[config.mk]
export PLATFORM = sky130hd
export DESIGN_NAME = dual_issue_pair_stage
export DESIGN_NICKNAME = d
export VERILOG_FILES = /design/src/rtl/dual_issue_pair_stage_pkg.sv /design/src/rtl/dual_issue_pair_stage_hazard.sv /design/src/rtl/dual_issue_pair_stage.sv
export SDC_FILE = /design/constraint.sdc
export NUM_CORES = 1
export LEC_CHECK = 0
export CAP_MARGIN = 15
export CORE_MARGIN = 2
export CORE_UTILIZATION = 39
export CTS_BUF_LIST = sky130_fd_sc_hd__clkbuf_8
export DETAILED_ROUTE_END_ITERATION = 8
export MAX_ROUTING_LAYER = met4
export PLACE_DENSITY = 0.77
export REMOVE_ABC_BUFFERS = 1
export SYNTH_ARGS = -nofsm -noshare
export SYNTH_HDL_FRONTEND = slang
export SYNTH_HIERARCHICAL = 1
export SYNTH_SLANG_ARGS = --single-unit
[constraint.sdc]
create_clock -name clk -period 2.3 [get_ports clk]
set_input_delay 0.46 -clock clk [delete_from_list [all_inputs] [get_ports clk]]
set_output_delay 0.46 -clock clk [all_outputs]
set_load 0.01 [all_outputs]
[src/rtl/dual_issue_pair_stage_pkg.sv]
// Shared types and constants for the dual-issue pair stage.
package dual_issue_pair_stage_pkg;

  localparam int XLEN   = 32;
  localparam int REG_AW = 5;

  // opcode[6:2] encodings of the base integer ISA
  localparam logic [4:0] OP_LOAD   = 5'b00000;
  localparam logic [4:0] OP_STORE  = 5'b01000;
  localparam logic [4:0] OP_BRANCH = 5'b11000;
  localparam logic [4:0] OP_JAL    = 5'b11011;
  localparam logic [4:0] OP_JALR   = 5'b11001;
  localparam logic [4:0] OP_LUI    = 5'b01101;
  localparam logic [4:0] OP_AUIPC  = 5'b00101;
  localparam logic [4:0] OP_IMM    = 5'b00100;

  typedef struct packed {
    logic [XLEN-1:0]   pc;
    logic [4:0]        op_code;
    logic [XLEN-1:0]   imm;
    logic [REG_AW-1:0] rd;
    logic [REG_AW-1:0] rs1;
    logic [REG_AW-1:0] rs2;
    logic              rd_we;
    logic              rs1_used;
    logic              rs2_used;
  } lane_t;

  // EMPTY: nothing held; FULL: pair held, nothing issued; SECOND: lane 1 pending
  typedef enum logic [1:0] {
    EMPTY  = 2'd0,
    FULL   = 2'd1,
    SECOND = 2'd2
  } state_t;

  function automatic logic is_mem(input logic [4:0] op);
    return (op == OP_LOAD) || (op == OP_STORE);
  endfunction

  function automatic logic is_ctrl(input logic [4:0] op);
    return (op == OP_BRANCH) || (op == OP_JAL) || (op == OP_JALR);
  endfunction

endpackage

[src/rtl/dual_issue_pair_stage_hazard.sv]
// Intra-pair conflict detection; only a full pair (both lanes valid) can conflict.
module pair_hazard_check
  import dual_issue_pair_stage_pkg::*;
(
  input  lane_t       lane0,
  input  lane_t       lane1,
  input  logic [1:0]  in_valid,
  output logic        hazard
);

  logic raw, waw, mem, ctrl;
  logic unused_lane_bits;

  // pc/imm and most lane-0 source fields never matter for ordering
  assign unused_lane_bits = ^{lane0, lane1};

  // RAW/WAW against lane 0's destination, shared memory port, lane-0 control transfer
  always_comb begin
    raw  = lane0.rd_we && (lane0.rd != '0) &&
           ((lane1.rs1_used && (lane1.rs1 == lane0.rd)) ||
            (lane1.rs2_used && (lane1.rs2 == lane0.rd)));
    waw  = lane0.rd_we && lane1.rd_we && (lane0.rd != '0) && (lane0.rd == lane1.rd);
    mem  = is_mem(lane0.op_code) && is_mem(lane1.op_code);
    ctrl = is_ctrl(lane0.op_code);
    hazard = (in_valid == 2'b11) && (raw || waw || mem || ctrl);
  end

endmodule

[src/rtl/dual_issue_pair_stage.sv]
// Registers a decoded instruction pair and issues it to execute, splitting
// conflicting pairs so lane 0 issues one cycle ahead of lane 1.
// Handshake: a side transfers on a rising edge where its valid and ready are
// both high; an offered ex_valid with ex_valid payload holds stable until ex_ready.
module dual_issue_pair_stage
  import dual_issue_pair_stage_pkg::*;
(
  input  logic                   clk,
  input  logic                   rst_n,
  input  logic                   flush,
  input  logic [1:0]             in_valid,
  output logic                   in_ready,
  input  logic [1:0][XLEN-1:0]   in_pc,
  input  logic [1:0][4:0]        in_op_code,
  input  logic [1:0][XLEN-1:0]   in_imm,
  input  logic [1:0][REG_AW-1:0] in_rd,
  input  logic [1:0][REG_AW-1:0] in_rs1,
  input  logic [1:0][REG_AW-1:0] in_rs2,
  input  logic [1:0]             in_rd_we,
  input  logic [1:0]             in_rs1_used,
  input  logic [1:0]             in_rs2_used,
  output logic [1:0]             ex_valid,
  input  logic                   ex_ready,
  output logic [1:0][XLEN-1:0]   ex_pc,
  output logic [1:0][4:0]        ex_op_code,
  output logic [1:0][XLEN-1:0]   ex_imm,
  output logic [1:0][REG_AW-1:0] ex_rd,
  output logic [1:0][REG_AW-1:0] ex_rs1,
  output logic [1:0][REG_AW-1:0] ex_rs2,
  output logic [1:0]             ex_rd_we,
  output logic [1:0]             ex_rs1_used,
  output logic [1:0]             ex_rs2_used
);

  state_t     state_q, state_d;
  logic [1:0] valid_q;
  logic       hazard_q;
  logic       hazard;
  logic       accept;
  logic       load;
  lane_t      in_lane [2];
  lane_t      lane_q  [2];

  // Pack the per-lane input fields into lane structs
  always_comb begin
    for (int i = 0; i < 2; i++) begin
      in_lane[i].pc       = in_pc[i];
      in_lane[i].op_code  = in_op_code[i];
      in_lane[i].imm      = in_imm[i];
      in_lane[i].rd       = in_rd[i];
      in_lane[i].rs1      = in_rs1[i];
      in_lane[i].rs2      = in_rs2[i];
      in_lane[i].rd_we    = in_rd_we[i];
      in_lane[i].rs1_used = in_rs1_used[i];
      in_lane[i].rs2_used = in_rs2_used[i];
    end
  end

  pair_hazard_check u_hazard (
    .lane0    (in_lane[0]),
    .lane1    (in_lane[1]),
    .in_valid (in_valid),
    .hazard   (hazard)
  );

  assign in_ready = (state_q == EMPTY) ||
                    (ex_ready && ((state_q == SECOND) || ((state_q == FULL) && !hazard_q)));
  assign accept   = in_ready && (|in_valid) && !flush;

  // Next-state and capture decision; flush overrides everything
  always_comb begin
    state_d = state_q;
    load    = 1'b0;
    if (flush) begin
      state_d = EMPTY;
    end else begin
      case (state_q)
        EMPTY: begin
          if (accept) begin
            state_d = FULL;
            load    = 1'b1;
          end
        end
        FULL: begin
          if (ex_ready) begin
            if (hazard_q) begin
              state_d = SECOND;
            end else if (accept) begin
              state_d = FULL;
              load    = 1'b1;
            end else begin
              state_d = EMPTY;
            end
          end
        end
        SECOND: begin
          if (ex_ready) begin
            if (accept) begin
              state_d = FULL;
              load    = 1'b1;
            end else begin
              state_d = EMPTY;
            end
          end
        end
        default: state_d = EMPTY;
      endcase
    end
  end

  // State, held pair and its conflict flag
  always_ff @(posedge clk or negedge rst_n) begin
    if (!rst_n) begin
      state_q   <= EMPTY;
      valid_q   <= 2'b00;
      hazard_q  <= 1'b0;
      lane_q[0] <= '0;
      lane_q[1] <= '0;
    end else begin
      state_q <= state_d;
      if (load) begin
        valid_q   <= in_valid;
        hazard_q  <= hazard;
        lane_q[0] <= in_lane[0];
        lane_q[1] <= in_lane[1];
      end
    end
  end

  // Issue mask: split pairs show lane 0 first, then lane 1 in its own slot
  always_comb begin
    ex_valid = 2'b00;
    case (state_q)
      FULL:    ex_valid = hazard_q ? 2'b01 : valid_q;
      SECOND:  ex_valid = 2'b10;
      default: ex_valid = 2'b00;
    endcase
  end

  // Unpack held lanes onto the execute-side fields
  always_comb begin
    for (int i = 0; i < 2; i++) begin
      ex_pc[i]       = lane_q[i].pc;
      ex_op_code[i]  = lane_q[i].op_code;
      ex_imm[i]      = lane_q[i].imm;
      ex_rd[i]       = lane_q[i].rd;
      ex_rs1[i]      = lane_q[i].rs1;
      ex_rs2[i]      = lane_q[i].rs2;
      ex_rd_we[i]    = lane_q[i].rd_we;
      ex_rs1_used[i] = lane_q[i].rs1_used;
      ex_rs2_used[i] = lane_q[i].rs2_used;
    end
  end

endmodule

### Yosys cells after proc, flatten, opt, wreduce, memory -nomap -nowiden

Cells that the tools add are included.
W data, S select, Z words.

* register bits: 179
* input port bits: 180
* output and inout bits: 177

* equality and inequality tests: 14
* mux-type cells: 15
* reduce and logical (&&, ||, !) cells: 31

Operators by type and width (count)
* $eq A5 B5 Y1: 3
* $eq A5 B5 Y1 const B: 3
* $logic_and A1 B1 Y1: 13
* $mux W2: 6
* $eq A5 B4 Y1 const B: 2
* $logic_not A5 Y1: 2
* $logic_or A1 B1 Y1: 10
* $ne A3 B3 Y1 const B: 3
* $mux W1: 6
* $pmux W2 S3: 1
* $reduce_bool A5 Y1: 1
* $eq A2 B2 Y1 const B: 2
* $pmux W2 S2: 1
* $pmux W1 S3: 1
* $reduce_and A3 Y1: 1
* $eq A2 B1 Y1 const B: 1
* $logic_not A1 Y1: 2
* $logic_not A2 Y1: 1
* $reduce_or A2 Y1: 1

### Longest topological paths before layout

Gate-level depths: netlist (run 1).

* word-level depth: 12
* mapped depth: 9
* mapped depth without buffers: 6

### Hierarchy

Netlist (run 1), hierarchy kept.

Modules (own cells, without submodules)
* dual_issue_pair_stage: times used 1, cells an instance 402, area each 7434.6 um^2, sequential area each 4479.3 um^2
* pair_hazard_check: times used 1, cells an instance 33, area each 239.0 um^2, sequential area each 0.0 um^2

### Worst setup path before layout (run 1)

OpenSTA, ideal clock, no wires.

* path type: register -> register
* start point: reg state_q[1]
* end point: reg lane_q, in the netlist ex_pc[56]
* setup time: 0.125 ns
* data arrival time: 2.008 ns
* data required time: 2.175 ns
* slack: 0.166 ns
* stages on the path, launching flop included: 10
* buffers on the path: 3
* period minus slack after synthesis: 2.134 ns
* cells stage by stage: dfrtp_1 > inv_1 > ha_1 > and2b_1 > o211ai_1 > a2111o_1 > buf_6 > buf_12 > buf_8 > mux2_4

* longest elaborated chain between the ends: 12
* elaborated cells on any way between the ends: 15
* classes of those cells: 2 x eq/ne; 6 x mux; 7 x reduce/logical

Ends and longest elaborated chain
* start, declared: RTL line dual_issue_pair_stage.sv:35 `state_t state_q, state_d;`
* start signal, assigned: RTL line dual_issue_pair_stage.sv:120 `state_q <= state_d;`
* $eq A2 B1 Y1: RTL line dual_issue_pair_stage.sv:67, dual_issue_pair_stage.sv:77
* $logic_and A1 B1 Y1: RTL line dual_issue_pair_stage.sv:67 `(ex_ready && ((state_q == SECOND) || ((state_q == FULL) && !hazard_q)));`
* $logic_or A1 B1 Y1: RTL line dual_issue_pair_stage.sv:67
* $logic_and A1 B1 Y1: RTL line dual_issue_pair_stage.sv:67
* $logic_or A1 B1 Y1: RTL line dual_issue_pair_stage.sv:66 `assign in_ready = (state_q == EMPTY) ||`
* $logic_and A1 B1 Y1 (2 in series): RTL line dual_issue_pair_stage.sv:68 `assign accept = in_ready && (|in_valid) && !flush;`
* $mux W1: RTL line dual_issue_pair_stage.sv:79, dual_issue_pair_stage.sv:88, dual_issue_pair_stage.sv:98
* $mux W1: RTL line dual_issue_pair_stage.sv:86 `if (hazard_q) begin`
* $mux W1: RTL line dual_issue_pair_stage.sv:85 `if (ex_ready) begin`
* $pmux W1 S3 (*): RTL line dual_issue_pair_stage.sv:77 `case (state_q)`
* $mux W1 (*): RTL line dual_issue_pair_stage.sv:74 `if (flush) begin`
* end, declared: RTL line dual_issue_pair_stage.sv:42 `lane_t lane_q [2];`

Every way passes the cells marked *; elsewhere a longest branch is shown, timed or not.
A chain may end at the register's enable or synchronous reset.

### Worst setup path in the final report (run 1)

* start point: reg state_q[0]
* end point: reg lane_q, in the netlist ex_imm[38]

Same word-level chain as after synthesis.

==> impl_metrics.toml, run 1 <==
[outcome]
violations = "negative setup slack"
status = "finished, violations left"

[yosys]
yosysWarningCount = 6
postSynthCellCount = 435
yosysUniqueCellTypes = 33
ys_ff_latch = 179
avgSynthCellArea_sq_um = 17.6
ys_seq_area_share_pct = 58.4
syn_area_sq_mm = 0.00767

[cells_and_area]
post-route-util_pct = 62.5
final_common_cell = "clkdlybuf4s50_1"
diodes = 0
fin_nets = 1007
mostFrequentLayoutCells = "352 x clkdlybuf4s50_1, 179 x dfrtp_1, 130 x mux2_4"
layout-drive-gt1-share_pct = 30.1
area_growth_pct = 58.0

[clock_network]
root_buffer = "clkbuf_8"
worstSkewPairLatency_ns = 0.46
cts_sinks = 179
h-tree-depth = 4
clk_path_buf_depth = 2
cts_tree = "built"
cts_buffers = 17
clk_pin_slew_ns = 0.11

[setup_path]
required_ns = 2.63
path_class = "reg -> reg"
crit_path_end_kind = "flop"
cp_max_fo = 7
worstPathArrival_ns = 2.63
startpoint_type = "flop"

[placement]
pre_cts_ws_ns = -0.122
gp_congestion = 0.884
io_buffers = 356
hpwl_um = 15800

[power]
clock_power_share_pct = 16.6
netSwitchingFraction_pct = 30.5
seqPwrFrac_pct = 38.4
p_sw_mw = 3.95
total_power_mw = 13.0
peakVddDrop_mv = 0.548
intPower_mw = 9.01
power_density_mw_per_mm2 = 1070
comb_power_share_pct = 44.9
p_leak_nw = 5.45

[drt]
num_vias = 5173
drt_iter0_drc = 195
route.detailed.wl_per_inst_um = 19.4
wirelength_um = 21400
antenna_left = 0
viasPerCell = 4.70
first_pass_iters = 5
drc = 0

[timing]
period_share_pct = 100
setup_viol = 4
skew_ns = 0.0160
fmax_mhz = 433
hold_slack_ns = 0.461
final-hold-violation-count = 0
rsz0062_at_grt = "true"
drv_slew = 0
relSlewSlack_pct = 73.9
finalSetupTns_ns = -0.0125
tightest_slew_ns = 0.392
period_minus_slack_ns = 2.31
setup_slack_ns = -0.00690

[job]
drv_cap = 0

[global_routing]
grt_pass1_vias = 5676
grt_overflow = 0
grt_pass1_wl_um = 31100
antenna_found_initial = 0
grt_start_max_net_pins = 84
grt.total_usage_pct = 20.2

[die]
initial_core_util_pct = 39.6
die_y_um = 144
die_w_um = 144
rows = 51
core-area_sq_mm = 0.0194
num_io_pins = 357
die_area_sq_mm = 0.0208

[min_path]
hold_path.class = "in -> async"
## routing by layer
layer  vias to the layer above  share of wire (%)  global-route usage (%)
li1                       2313                  -                       -
met1                      2567                 38                    22.4
met2                       249                 51                    34.1
met3                        44                8.1                    6.85
met4                         0                3.1                    7.00
met5                         -                  0                       -
## stage by stage
stage                     cell area, sq um  instances
after floorplan                       7380        415
after detailed placement             11500       1059
final                                12100       1101
after global placement               11500       1059
after CTS                            11900       1093
after global routing                 12100       1101
## final cells by class
class                      count  area [sq um]
inverter                       4          15.0
clock inverter                15           149
clock buffer                  17           234
multi-input combinational    232          2940
sequential                   179          4480
tap                          265           332
timing repair buffer         389          3980
fill                        1464          7270
## what timing repair did
action                                  in CTS  in global routing
hold endpoints to repair                    35                  0
cloned                                       0                  3
pin swaps                                    0                  2
hold buffers                                 1                  0
setup buffers                                1                  5
gates resized for setup                      6                 23
endpoints found under the setup margin       3                177
## flip-flops by register name, indices dropped and copies added, names as in the netlist
| signal | flops |
|---|---|
| ex_rs2_used | 2 |
| ex_rs1_used | 2 |
| ex_rs2 | 10 |
| hazard_q | 1 |
| ex_op_code | 10 |
| ex_rs1 | 10 |
| valid_q | 2 |
| ex_rd_we | 2 |
| ex_rd | 10 |
| ex_imm | 64 |
| state_q | 2 |
| ex_pc | 64 |
## cells in the mapped netlist
cell	count	area (sq um)
xor2_1	4	35.0
nand4_1	2	12.5
a21o_1	1	7.51
nor2b_1	1	6.26
nor2_1	4	15.0
dfrtp_1	179	4480
buf_2	4	20.0
ha_1	4	50.1
o31a_1	1	8.76
inv_1	4	15.0
buf_6	5	56.3
o2bb2ai_1	1	8.76
and2b_1	1	7.51
or4_1	2	15.0
o41ai_1	1	8.76
o211a_1	1	10.0
a21oi_1	2	10.0
xnor2_1	11	96.3
o311a_1	1	10.0
buf_8	1	15.0
or3_1	2	12.5
o21ai_0	2	10.0
o211ai_1	1	7.51
and3_1	1	6.26
o21ai_1	1	5.00
nand2_1	6	22.5
mux2_2	48	541
o22ai_1	1	6.26
mux2_4	130	1950
a2111o_1	1	11.3
and2_0	1	6.26
buf_12	10	200
nor4_1	1	6.26
## path summary, 6_finish.rpt
check	start	to	slack [ns]	depth (start not counted)
worst max-delay path	state_q[0]	ex_imm[38]	-0.007	7
worst min-delay path	rst_n	ex_pc[57]	0.46	2
worst max register to register	state_q[0]	ex_imm[38]	-0.007	7
worst min register to register	ex_pc[21]	ex_pc[21]	0.52	1
max in group asynchronous	rst_n	ex_imm[20]	1.09	3
min in group clk	ex_pc[21]	ex_pc[21]	0.52	1
## power by group through the flow
| stage | Sequential (mW) | Clock, mW | Combinational, mW |
|---|---|---|---|
| 6_report | 4.98 | 2.16 | 5.82 |
| 4_1_cts | 4.97 | 2.22 | 5.74 |
| 3_5_place_dp | 5.01 | 0 | 5.72 |
| 3_3_place_gp | 4.95 | 0 | 5.58 |
| 5_1_grt | 5.11 | 2.36 | 6.12 |
| 2_1_floorplan | 5.44 | 0 | 2.30 |
## worst max-delay path, cell delays in order (launching register included)
cell and delay, ns:
dfrtp_1 0.46, inv_2 0.11, ha_4 0.28, o211ai_1 0.08, a2111o_2 0.57, buf_12 0.21, buf_4 0.17, mux2_4 0.30
## kinds of logic after synthesis
logic type	synth area share, %
buf+inv	3.99
fa+ha+maj	0.652
mux	32.5
compound gates	1.35
xor+xnor	1.71
simple gates	1.43
flops	58.4
Note: power is estimated with default switching activity, not from simulation.
==> inputs of run 2 (changes only) <==
TNS_END_PERCENT = 10   (was not set)
==> run 2 against run 1 <==
Net effect: the flow now finishes without violations; worst setup slack better by 0.021 ns; critical path depth unchanged; cell count down 0.54%; maximum frequency up 0.91%; clock skew down 0.0037 ns; first-iteration DRC count up 19%; cell area down 1.3%; sequential power about the same; clock power about the same.
==> impl_metrics.toml, run 2 (synthesis gave the netlist of run 1 again) <==
[outcome]
status = "completed"

[global_routing]
antenna_found_initial = 0
grt_pass1_wl_um = 31100
grt_start_max_net_pins = 84
grt_overflow = 0
grt_pass1_vias = 5676
grt.total_usage_pct = 20.2

[power]
peakVddDrop_mv = 0.548
p_leak_nw = 5.38
power_density_mw_per_mm2 = 1070

[placement]
io_buffers = 356
placed_area_sq_mm = 0.0115
hpwl_um = 15800
gp_congestion = 0.884
placed_cells = 1059

[timing]
hold_slack_ns = 0.468
finalSetupTns_ns = 0
relSlewSlack_pct = 73.7
rsz0062_at_grt = "true"
tightest_slew_ns = 0.394
skew_ns = 0.0123
fmax_mhz = 437
final-hold-violation-count = 0
setup_viol = 0
period_share_pct = 99.4
drv_slew = 0
period_minus_slack_ns = 2.29

[cells_and_area]
final_common_cell = "clkdlybuf4s50_1"
fillers = 1477
final_cells = 1095
fin_nets = 1001
area_growth_pct = 55.9
layout-drive-gt1-share_pct = 29.0
multi_input_area_sq_mm = 0.00290
postLayoutCellArea_sq_mm = 0.0120
mostFrequentLayoutCells = "352 x clkdlybuf4s50_1, 179 x dfrtp_1, 130 x mux2_4"
post-route-util_pct = 61.7
diodes = 0
regArea_sq_mm = 0.00448

[drt]
drt_iter0_drc = 232
dr.max_layer_used = "met4"
wl_met2_um = 10600
num_vias = 5138
antenna_left = 0
viasPerCell = 4.69
dr_wl_met3_um = 1720
wl_met1_um = 8050
first_pass_iters = 4
wirelength_um = 21000
route.detailed.wl_per_inst_um = 19.2
drc = 0

[clock_network]
cts_buffers = 17
root_buffer = "clkbuf_8"
clk_path_buf_depth = 2
cts_tree = "built"
worstSkewPairLatency_ns = 0.45
clk_pin_slew_ns = 0.11
cts_sinks = 179
h-tree-depth = 4

[die]
rows = 51
initial_core_util_pct = 39.6
die_area_sq_mm = 0.0208
core-area_sq_mm = 0.0194
num_io_pins = 357
die_y_um = 144
die_w_um = 144

[job]
drv_cap = 0

[min_path]
hold_path.class = "in -> async"

[setup_path]
slowest_stage = "a2111o_2"
path_class = "reg -> reg"
slowest_delay_ns = 0.55
worstPathArrival_ns = 2.62
crit_path_end_kind = "flop"
crit_top_cell = "buf_12"
required_ns = 2.63
startpoint_type = "flop"
path_cells = "inv_1 -> ha_1 -> o211ai_1 -> a2111o_2 -> buf_12 -> buf_12 -> mux2_4"
cp_max_fo = 23
-- run 2: cell count changes in the layout (fill, tap and decap cells not counted), moves of 2 or more --
| cell | previous run | this run |
|---|---|---|
| inv_2 | 2 | 0 |
| inv_1 | 4 | 6 |
| buf_8 | 4 | 0 |
| ha_4 | 3 | 0 |
| ha_1 | 1 | 4 |
| clkbuf_16 | 3 | 1 |
-- run 2: where the power goes --
part / internal (mW) / switching [mW] / total [mW]
logic: 3.75 / 1.95 / 5.71
clock network: 0.894 / 1.26 / 2.15
registers: 4.28 / 0.695 / 4.98
total: 8.92 / 3.91 / 12.8
-- run 2: through the flow --
step                worst slack [ns]  power [mW]
floorplan                      -4.76        7.74
global placement              -0.101        10.5
detailed placement            -0.122        10.7
CTS                         -0.00673        12.9
global route                 -0.0717        13.5
finish                        0.0138        12.8
-- run 2: critical path, delay by kind of cell, from the launching register on --
family	cells	cell delay (ns)
flops	1	0.43
fa+ha+maj	1	0.26
buf+inv	3	0.49
compound gates	2	0.67
mux	1	0.31
-- run 2: worst paths after layout --
check,slack (ns),start,end,cells after the start
max,0.01,state_q[0],ex_rs1[6],7
min,0.47,rst_n,ex_pc[57],2
max reg2reg,0.01,state_q[0],ex_rs1[6],7
min reg2reg,0.52,ex_pc[21],ex_pc[21],1
max in group asynchronous,1.09,rst_n,ex_imm[20],3
min in group clk,0.52,ex_pc[21],ex_pc[21],1
-- run 2: area by class of cell --
cell class	instances	share of cell area [%]
clock buffers	17	1.96
well taps	265	2.77
inverters	4	0.125
flip-flops and latches	179	37.4
repair buffers	383	32.3
clock inverters	15	1.24
multi-input cells	232	24.2
-- run 2: what timing repair did --
| item | 4_1_cts | 5_1_grt |
|---|---|---|
| setup endpoints to repair | 3 | 177 |
| cloned | 0 | 1 |
| pin swaps | 0 | 2 |
| buffers inserted | 1 | 1 |
| hold endpoints to repair | 35 | 0 |
| gates resized for setup | 6 | 7 |
| hold buffers | 1 | 0 |
-- run 2: metal layers --
| layer | vias to the layer above | GRT usage, % |
|---|---|---|
| met5 | - | - |
| met4 | 0 | 7.00 |
| met3 | 44 | 6.85 |
| met2 | 242 | 34.1 |
| met1 | 2551 | 22.4 |
| li1 | 2301 | - |
